## src/rtl/rr_arb_pkg.sv

```systemverilog
// Shared definitions for the round-robin shared-register arbiter:
// FSM state encodings, a constant clog2 helper and the lock-run limit.
package rr_arb_pkg;

    typedef enum logic [1:0] {
        IDLE = 2'd0,
        LOAD = 2'd1,
        HOLD = 2'd2
    } arb_state_e;

    // Maximum number of consecutive lock regrants before rotation is forced.
    localparam int MAX_LOCK = 4;

    // Constant-evaluable ceiling log2, used for index widths.
    function automatic int clog2(input int n);
        int r;
        r = 0;
        while ((1 << r) < n) r++;
        return r;
    endfunction

endpackage

```

## src/rtl/rr_pick.sv

```systemverilog
// Rotating priority encoder: returns the first set request bit found when
// searching from ptr upward, wrapping past NUM_REQ-1 back to 0.
module rr_pick
    import rr_arb_pkg::*;
#(
    parameter int NUM_REQ = 4,
    parameter int PTR_W   = clog2(NUM_REQ)
) (
    input  logic [NUM_REQ-1:0] req,
    input  logic [PTR_W-1:0]   ptr,
    output logic               any,
    output logic [PTR_W-1:0]   idx
);

    // Scan candidates ptr, ptr+1, ... (mod NUM_REQ); first hit wins.
    always_comb begin
        int c;
        // NOTE: every variable assigned in always_comb gets a default first,
        // so no path can leave it holding a stale value (no latch inferred).
        c   = 0;
        any = 1'b0;
        idx = '0;
        for (int i = 0; i < NUM_REQ; i++) begin
            c = int'(ptr) + i;
            if (c >= NUM_REQ) c = c - NUM_REQ;
            if (!any && req[PTR_W'(c)]) begin
                any = 1'b1;
                idx = PTR_W'(c);
            end
        end
    end

endmodule

```

## src/rtl/rr_ff_arbiter.sv

```systemverilog
// Round-robin arbiter owning one DATA_W-bit shared register among NUM_REQ
// requesters. FSM IDLE -> LOAD -> HOLD (HOLD_CYCLES cycles) -> IDLE; all
// outputs are registered. Optional feature macro ARB_LOCK_EN adds a lock
// input that lets the current owner be regranted directly, at most MAX_LOCK
// times in a row.
module rr_ff_arbiter
    import rr_arb_pkg::*;
#(
    parameter int NUM_REQ     = 4,
    parameter int DATA_W      = 8,
    parameter int HOLD_CYCLES = 2
) (
    input  logic                        clk,
    input  logic                        reset,
    input  logic [NUM_REQ-1:0]          req,
    input  logic [NUM_REQ*DATA_W-1:0]   wdata,
`ifdef ARB_LOCK_EN
    input  logic [NUM_REQ-1:0]          lock,
`endif
    output logic [NUM_REQ-1:0]          grant,
    output logic [DATA_W-1:0]           q,
    output logic                        q_upd,
    output logic [clog2(NUM_REQ)-1:0]   owner,
    output logic                        busy
);

    localparam int PTR_W = clog2(NUM_REQ);

    arb_state_e          state_q, state_d;
    logic [NUM_REQ-1:0]  grant_q, grant_d;
    logic [DATA_W-1:0]   data_q,  data_d;
    logic                q_upd_q, q_upd_d;
    logic [PTR_W-1:0]    owner_q, owner_d;
    logic [PTR_W-1:0]    ptr_q,   ptr_d;
    logic                busy_q,  busy_d;
    logic [3:0]          cnt_q,   cnt_d;

`ifdef ARB_LOCK_EN
    // lock_act_q marks an ongoing run of regrants; lock_cnt_q then counts
    // regrants already made minus one, so values 0..3 cover MAX_LOCK regrants.
    logic                lock_act_q, lock_act_d;
    logic [1:0]          lock_cnt_q, lock_cnt_d;
    logic                lock_ok;
`endif

    logic                pick_any;
    logic [PTR_W-1:0]    pick_idx;
    logic [DATA_W-1:0]   owner_slice;
    logic [PTR_W-1:0]    ptr_next;
    logic                end_own;

    rr_pick #(
        .NUM_REQ (NUM_REQ),
        .PTR_W   (PTR_W)
    ) u_pick (
        .req (req),
        .ptr (ptr_q),
        .any (pick_any),
        .idx (pick_idx)
    );

    // Select the owner's data slice with constant part-selects.
    always_comb begin
        owner_slice = '0;
        for (int i = 0; i < NUM_REQ; i++) begin
            if (owner_q == PTR_W'(i)) owner_slice = wdata[i*DATA_W +: DATA_W];
        end
    end

    // Rotation pointer successor of the current owner, wrapping to 0.
    always_comb begin
        ptr_next = (owner_q == PTR_W'(NUM_REQ - 1)) ? '0 : owner_q + 1'b1;
    end

    // Next-state and next-output computation for the arbiter FSM.
    always_comb begin
        state_d = state_q;
        grant_d = '0;
        data_d  = data_q;
        q_upd_d = 1'b0;
        owner_d = owner_q;
        ptr_d   = ptr_q;
        cnt_d   = cnt_q;
        end_own = 1'b0;
`ifdef ARB_LOCK_EN
        lock_act_d = lock_act_q;
        lock_cnt_d = lock_cnt_q;
        lock_ok    = !(lock_act_q && (lock_cnt_q == 2'(MAX_LOCK - 1)));
`endif

        case (state_q)
            IDLE: begin
                if (pick_any) begin
                    grant_d = NUM_REQ'(1) << pick_idx;
                    owner_d = pick_idx;
                    state_d = LOAD;
`ifdef ARB_LOCK_EN
                    lock_act_d = 1'b0;
                    lock_cnt_d = '0;
`endif
                end
            end
            LOAD: begin
                // The load completes even if req dropped during this cycle.
                data_d  = owner_slice;
                q_upd_d = 1'b1;
                ptr_d   = ptr_next;
                if (HOLD_CYCLES == 0) begin
                    end_own = 1'b1;
                end else begin
                    cnt_d   = 4'(HOLD_CYCLES - 1);
                    state_d = HOLD;
                end
            end
            HOLD: begin
                if (cnt_q == '0) end_own = 1'b1;
                else             cnt_d   = cnt_q - 4'd1;
            end
            default: state_d = IDLE;
        endcase

        if (end_own) begin
            state_d = IDLE;
`ifdef ARB_LOCK_EN
            if (lock[owner_q] && req[owner_q] && lock_ok) begin
                state_d = LOAD;
                grant_d = NUM_REQ'(1) << owner_q;
                if (lock_act_q) begin
                    lock_cnt_d = lock_cnt_q + 2'd1;
                end else begin
                    lock_act_d = 1'b1;
                    lock_cnt_d = '0;
                end
            end else begin
                lock_act_d = 1'b0;
                lock_cnt_d = '0;
            end
`endif
        end

        busy_d = (state_d != IDLE);
    end

    // State and output registers with synchronous reset overriding all.
    always_ff @(posedge clk) begin
        // NOTE: sequential state uses non-blocking assignments only, so every
        // flop samples pre-edge values regardless of statement order.
        if (reset) begin
            // The shared register is a plain flop bank, so it is cleared too.
            state_q <= IDLE;
            grant_q <= '0;
            data_q  <= '0;
            q_upd_q <= 1'b0;
            owner_q <= '0;
            ptr_q   <= '0;
            busy_q  <= 1'b0;
            cnt_q   <= '0;
`ifdef ARB_LOCK_EN
            lock_act_q <= 1'b0;
            lock_cnt_q <= '0;
`endif
        end else begin
            state_q <= state_d;
            grant_q <= grant_d;
            data_q  <= data_d;
            q_upd_q <= q_upd_d;
            owner_q <= owner_d;
            ptr_q   <= ptr_d;
            busy_q  <= busy_d;
            cnt_q   <= cnt_d;
`ifdef ARB_LOCK_EN
            lock_act_q <= lock_act_d;
            lock_cnt_q <= lock_cnt_d;
`endif
        end
    end

    assign grant = grant_q;
    assign q     = data_q;
    assign q_upd = q_upd_q;
    assign owner = owner_q;
    assign busy  = busy_q;

endmodule
```

## config.mk

```make
export PLATFORM = sky130hd
export DESIGN_NAME = rr_ff_arbiter
export DESIGN_NICKNAME = d
export VERILOG_FILES = /design/src/rtl/rr_arb_pkg.sv /design/src/rtl/rr_pick.sv /design/src/rtl/rr_ff_arbiter.sv
export SDC_FILE = /design/constraint.sdc
export NUM_CORES = 1
export LEC_CHECK = 0
export CORE_MARGIN = 2
export CORE_UTILIZATION = 35
export CTS_CLUSTER_SIZE = 24
export DETAILED_ROUTE_END_ITERATION = 10
export GPL_ROUTABILITY_DRIVEN = 0
export HOLD_SLACK_MARGIN = 0.03
export PLACE_DENSITY_LB_ADDON = 0.25
export RECOVER_POWER = 100
export SLEW_MARGIN = 10
export SYNTH_ARGS = -nofsm -noshare
export SYNTH_HDL_FRONTEND = slang
export SYNTH_HIERARCHICAL = 1
export SYNTH_SLANG_ARGS = --single-unit
```

## constraint.sdc

```tcl
create_clock -name clk -period 3.9 [get_ports clk]
set_input_delay 0.78 -clock clk [delete_from_list [all_inputs] [get_ports clk]]
set_output_delay 0.78 -clock clk [all_outputs]
set_load 0.05 [all_outputs]
```

-- Yosys cells after proc, flatten, opt, wreduce, memory -nomap -nowiden
Cells that the tools add are included.
- mux-type cells: 37
- bitwise operators: 2
- multipliers: 0
- shift-type cells: 1
- reductions and logical operators: 14
- div/mod/pow operators: 0
- magnitude comparators: 8
- equal/unequal tests: 6
- add/subtract/negate cells: 9
- operators with widths (cell ; number):
    two-way mux 8 bit ; 4
    two-way mux 2 bit ; 11
    < comparator 2 x 4 -> 1 bit (second input constant) ; 4
    two-way mux 1 bit ; 15
    greater-or-equal comparator 3 bit (second input constant) ; 3
    binary-select mux 1 bit (select 2 bit) ; 4
    case mux 4 bit (2 select lines) ; 1
    subtractor 2 x 1 -> 2 bit (second input constant) ; 4
    adder 2 x 2 -> 3 bit (second input constant) ; 2
    == test 2 bit (second input constant) ; 3
    case mux 2 bit (3 select lines) ; 1
    == test 2 x 1 -> 1 bit (second input constant) ; 2
    zero test 2 bit ; 2
    zero test 4 bit ; 1
    two-way mux 4 bit ; 1
    AND reduction 2 bit ; 2
    nonzero test 2 bit ; 2
    << shifter 1 x 2 -> 4 bit (first input constant) ; 1
    subtractor 4 x 1 -> 4 bit (second input constant) ; 1
    adder 2 x 1 -> 3 bit (second input constant) ; 1
    greater-or-equal comparator 2 x 3 -> 1 bit (second input constant) ; 1
    logical AND 1 bit ; 3
    zero test 1 bit ; 3
    OR reduction 3 bit ; 1
    3 further kinds ; 4
- bits in latches: 0
- memories kept: 0
- input bits: 38
- word-level logic and storage cells: 85
- register bits after elaboration: 24
- memory bits (read-only): 0
- memory bits (writable): 0

-- Depth between registers and ports, before layout
- word-level depth: 19
- mapped depth: 6
- depth with buffers taken out: 5

-- Modules after synthesis
Netlist, hierarchy kept.
- modules (own cells, without submodules) (module ; sequential area each (sq um) ; instances ; area each (sq um) ; cells an instance):
    rr_ff_arbiter ; 480.5 ; 1 ; 1213.7 ; 130
    rr_pick ; 0.0 ; 1 ; 77.6 ; 15

-- Least setup slack after synthesis
No wires, ideal clock.
- path kind: flip-flop to flip-flop
- from: register owner_q[0], in the netlist owner[0]
- to: register data_q[0], in the netlist q[0]
- library setup time: 86 ps
- setup slack: 2071 ps
- clock period less this slack: 1829 ps
- stages on the path, launching flop included: 7
- arrival time: 1744 ps
- data required time: 3814 ps
- path through: dfxtp_1 -> inv_1 -> ha_1 -> buf_6 -> nor3b_4 -> a22oi_1 -> a211oi_1
- longest elaborated chain between the ends: 5
- elaborated cells on any way between the ends: 8
- classes of those cells: 3 x eq/ne; 4 x mux; 1 x reduce/logical
- ends and longest elaborated chain (element ; line ; text):
    from (decl) ; rr_ff_arbiter.sv:33 ; logic [PTR_W-1:0] owner_q, owner_d;
    from (signal assigned) ; rr_ff_arbiter.sv:167 ; owner_q <= owner_d;
    zero test 2 bit ; rr_ff_arbiter.sv:66 ; if (owner_q == PTR_W'(i)) owner_slice = wdata[i*DATA_W +: DATA_W];
    two-way mux 8 bit (3 in a row) ; rr_ff_arbiter.sv:66 ;
    two-way mux 8 bit * ; rr_ff_arbiter.sv:66 ;
    to (signal assigned) ; rr_ff_arbiter.sv:165 ; data_q <= data_d;
    to (decl) ; rr_ff_arbiter.sv:31 ; logic [DATA_W-1:0] data_q, data_d;
Mark *: on every way between the ends. The rest lies on a longest branch, timed or not.
A chain may end at the register's enable or synchronous reset.

-- Worst setup path after layout
- from: register owner_q[0], in the netlist owner[0]
- to: output port owner[0]
- RTL lines (element ; line ; text):
    to (decl) ; rr_ff_arbiter.sv:23 ; output logic [clog2(NUM_REQ)-1:0] owner,
No word-level cell between the ends.

==> reports/results.txt <==
The worst hold path terminates at q[6]. The worst pin sits at a relative slew slack of 38.6%. The clock arrives with 6.94 ps of skew. For this run, the leading register cell type out of synthesis is sky130_fd_sc_hd__dfxtp_1.

The run gives 0 as the global route total overflow. The I/O pin total is 54, and the count of cells along the worst register-to-register path is 4. STA classifies the critical path startpoint as a flip-flop.

For the first-pass GRT wire length, the log shows 5.92 mm. Floorplan core area: 3610 µm². Number of levels the H-tree was split into: 1. Post-synthesis area per instance: 8.91 µm². The worst setup path is of the flip-flop to output pin kind. The completed layout was analyzed and its total power is 1.14 mW.

Tracing the worst setup path back leads to its startpoint at owner[0]. Buffers plus inverters on the worst setup path: 1. Largest voltage drop on the vdd net: 0.000347 V. The min-delay analysis places its worst path in the category flip-flop to flip-flop.

The number of gates resized after CTS is 0, and the number of enable flip-flop cells after synthesis is 0. The final-stage net count was 245; the delay of the slowest cell on the worst path was 910 ps. The transition time at the pin with the least slew margin came out at 918 ps. The die covers 4190 µm². The first detailed-routing pass ran for 4 iterations. The vertical die dimension is 64.7 µm. TritonCTS built the clock tree. Final critical delay including setup and external delays: 2390 ps. The number of routed nets with antenna violations came out at 0. In this run the most critical hold path is launched from q[6].

The hold path depth came out at 1. The register clock-pin slew on the reported worst setup and hold paths works out to 90 ps. The placement row count is 22, and the fraction of layout cells with a size suffix above 1 is 2.56%. The worst-case clock buffer depth was 2. The cell sitting at the root of the clock tree is a sky130_fd_sc_hd__clkbuf_8.

In this run, distinct cell masters in the synthesized netlist total 37. The final period utilization works out to 61.3%. The leakage power of the design is 0.742 nW. The tools report the DRC violation count after routing as 0. After clock tree synthesis, the flow added hold-fix buffers numbering 0. The total routed wirelength came out at 3.51 mm. Using the TritonRoute via totals, the vias-per-cell ratio works out to 5.25. The setup check on the worst reg-to-reg path leaves a slack of 1860 ps. The number of cells produced by synthesis came out at 145. Buffers added to address setup during post-CTS repair amount to 0.

For the worst setup path, the data required time is 3120 ps. The flow ran to the end, and the final reports show no timing, DRC or antenna violations. For the net count after synthesis, the log shows 193.

The logs give 270 ps for the clock latency at the later pin of the worst-skew pair and 2.59 mm for the final HPWL from detailed placement. The number of max-slew violations in the final report came out at 0. The share of the core filled with cells is 52.4%, and the fill cell total of the finished layout is 348. Counting the buffers created by CTS gives 3.

The repair_antennas step left the layout with diodes totalling 0. The kind of end point of the critical path is an output pin. Setup violations remaining at the end of the flow were counted as 0. The number of buffers added on ports came out at 53. Setup repair after global routing left no endpoint under its margin. The die is 64.7 µm wide. The count of endpoints failing hold in the final timing report was 0. Across every metal layer, demand over resource in global routing totals 17.9%.

For the sequential cell area fraction in the yosys report, the log shows 37.2%. The endpoint of the worst register-to-register path was q[3]. Relative to the synthesized area, the layout overhead comes to 46.4%. The tools report the source of the worst register-to-register timing path as state_q[0]. The areal power density over the cells came out at 605 nW/µm². The critical path goes through dlygate4sd3_1.

The routed layout has 1276 vias. The run gives 80 as the count of routing violations after the opening detailed-route iteration. Family of cells with the greatest summed delay on the critical path: buffers and inverters. The slowest cell on the critical path was sky130_fd_sc_hd__dlygate4sd3_1. The run gives 24 as the pin count of the biggest net entering global routing. The run gives 6 as the count of synthesis-stage warnings from yosys. The maximum fanout count along the critical path is 6, and the arrival time reported for the critical path endpoint is 1610 ps. The cell area that synthesis handed to floorplanning was 1290 µm². The final total negative setup slack came out at 0 ps. Dividing the detail-routed wire length by the instance count gives 14.4 µm. The clock sink total is 24, and the timing-limited maximum frequency is 418 MHz.

The number of global-route vias before repair was 1258; the share of synthesized registers carrying an async set or reset was 0%. In this run, synthesis produced a sequential element count of 24. The tools report the number of antenna violations at the first check in global routing as 0. The max-capacitance violation count is 0, and the initial standard-cell utilization of the core is 35.8%.
-- state kept, by name, summed over array words and instances (netlist names) --
register / flops
busy: 1
cnt_q: 4
grant: 4
owner: 2
ptr_q: 2
q: 8
q_upd: 1
state_q: 2
-- through the flow --
| step | area (µm²) | cells | hold WS [ps] | worst slack [ps] |
|---|---|---|---|---|
| floorplan | 1290 | 145 | 485 | 2070 |
| global placement | 1850 | 240 | 469 | 1470 |
| detailed placement | 1850 | 240 | 487 | 1410 |
| CTS | 1890 | 243 | 507 | 1550 |
| global route | 1890 | 243 | 541 | 1450 |
| finish | 1890 | 243 | 498 | 1510 |
-- worst max-delay path by stage --
stage / to / slack (ps) / cells after the start
finish: owner[0] / 1510 / 1
global route: owner[0] / 1450 / 1
CTS: owner[0] / 1550 / 1
detailed placement: cnt_q[1] / 1410 / 3
global placement: cnt_q[1] / 1470 / 3
floorplan: q[0] / 2070 / 6
-- power by group --
group | leakage, nW | internal [mW] | switching (mW)
Sequential | 0.196 | 0.309 | 0.0493
Clock | 0.0216 | 0.0691 | 0.0777
Combinational | 0.524 | 0.254 | 0.384
-- cell type report --
cell class / count / area (µm²) / share of cell area, %
multi-input cells: 100 / 722 / 38.2
flip-flops and latches: 24 / 480 / 25.4
inverters: 15 / 56.3 / 2.98
well taps: 48 / 60.1 / 3.18
repair buffers: 53 / 531 / 28.1
clock buffers: 3 / 41.3 / 2.18
-- layer usage --
layer  up-vias  track usage (%)  part of all wire [%]
li1        646                -                     -
met1       582             23.1                    44
met2        43             28.2                    48
met3         5             4.86                   7.4
met4         0             6.91                   1.1
met5         -                0                     0
-- kinds of logic (layout without fill, tap and decap cells) --
kind of cell / after synthesis / in the layout / synth area share, %
adder cells (fa/ha/maj): 10 / 10 / 9.69
buffers and inverters: 21 / 71 / 6.88
AO/OA/AOI/OAI: 55 / 55 / 29.5
flip-flops: 24 / 24 / 37.2
AND/OR/NAND/NOR: 34 / 34 / 16.0
multiplexers: 1 / 1 / 0.775
-- synth_stat cells (all sizes together) (2+ instances only) --
master	instances	share of area, %
buf	3	1.6
nand2	7	2.0
ha	10	9.7
o21a	2	1.2
a21oi	12	4.7
nor4b	3	2.0
nor2	6	1.7
o21ai	5	1.9
nor2b	2	0.97
inv	14	4.1
nand2b	2	0.97
o22ai	7	3.4
nand3	4	1.6
nor3b	3	2.6
clkbuf	3	0.87
dfxtp	24	37
a221oi	7	4.7
a22oi	7	4.1
and2	2	0.97
a211oi	8	4.7
-- cells in the final DEF (no fill, tap or decap), types with 3 or more instances in the layout --
cell                               n
sky130_fd_sc_hd__inv_1            13
sky130_fd_sc_hd__nand3_1           4
sky130_fd_sc_hd__o21ai_0           5
sky130_fd_sc_hd__a221oi_1          7
sky130_fd_sc_hd__dfxtp_1          24
sky130_fd_sc_hd__a21oi_1          12
sky130_fd_sc_hd__clkbuf_8          3
sky130_fd_sc_hd__dlygate4sd3_1    18
sky130_fd_sc_hd__clkdlybuf4s50_1  35
sky130_fd_sc_hd__nor2_1            6
sky130_fd_sc_hd__ha_1             10
sky130_fd_sc_hd__nor4b_1           3
sky130_fd_sc_hd__nand2_1           7
sky130_fd_sc_hd__o22ai_1           7
sky130_fd_sc_hd__a22oi_1           7
sky130_fd_sc_hd__a211oi_1          8
Power figures use the tool's default switching activity.
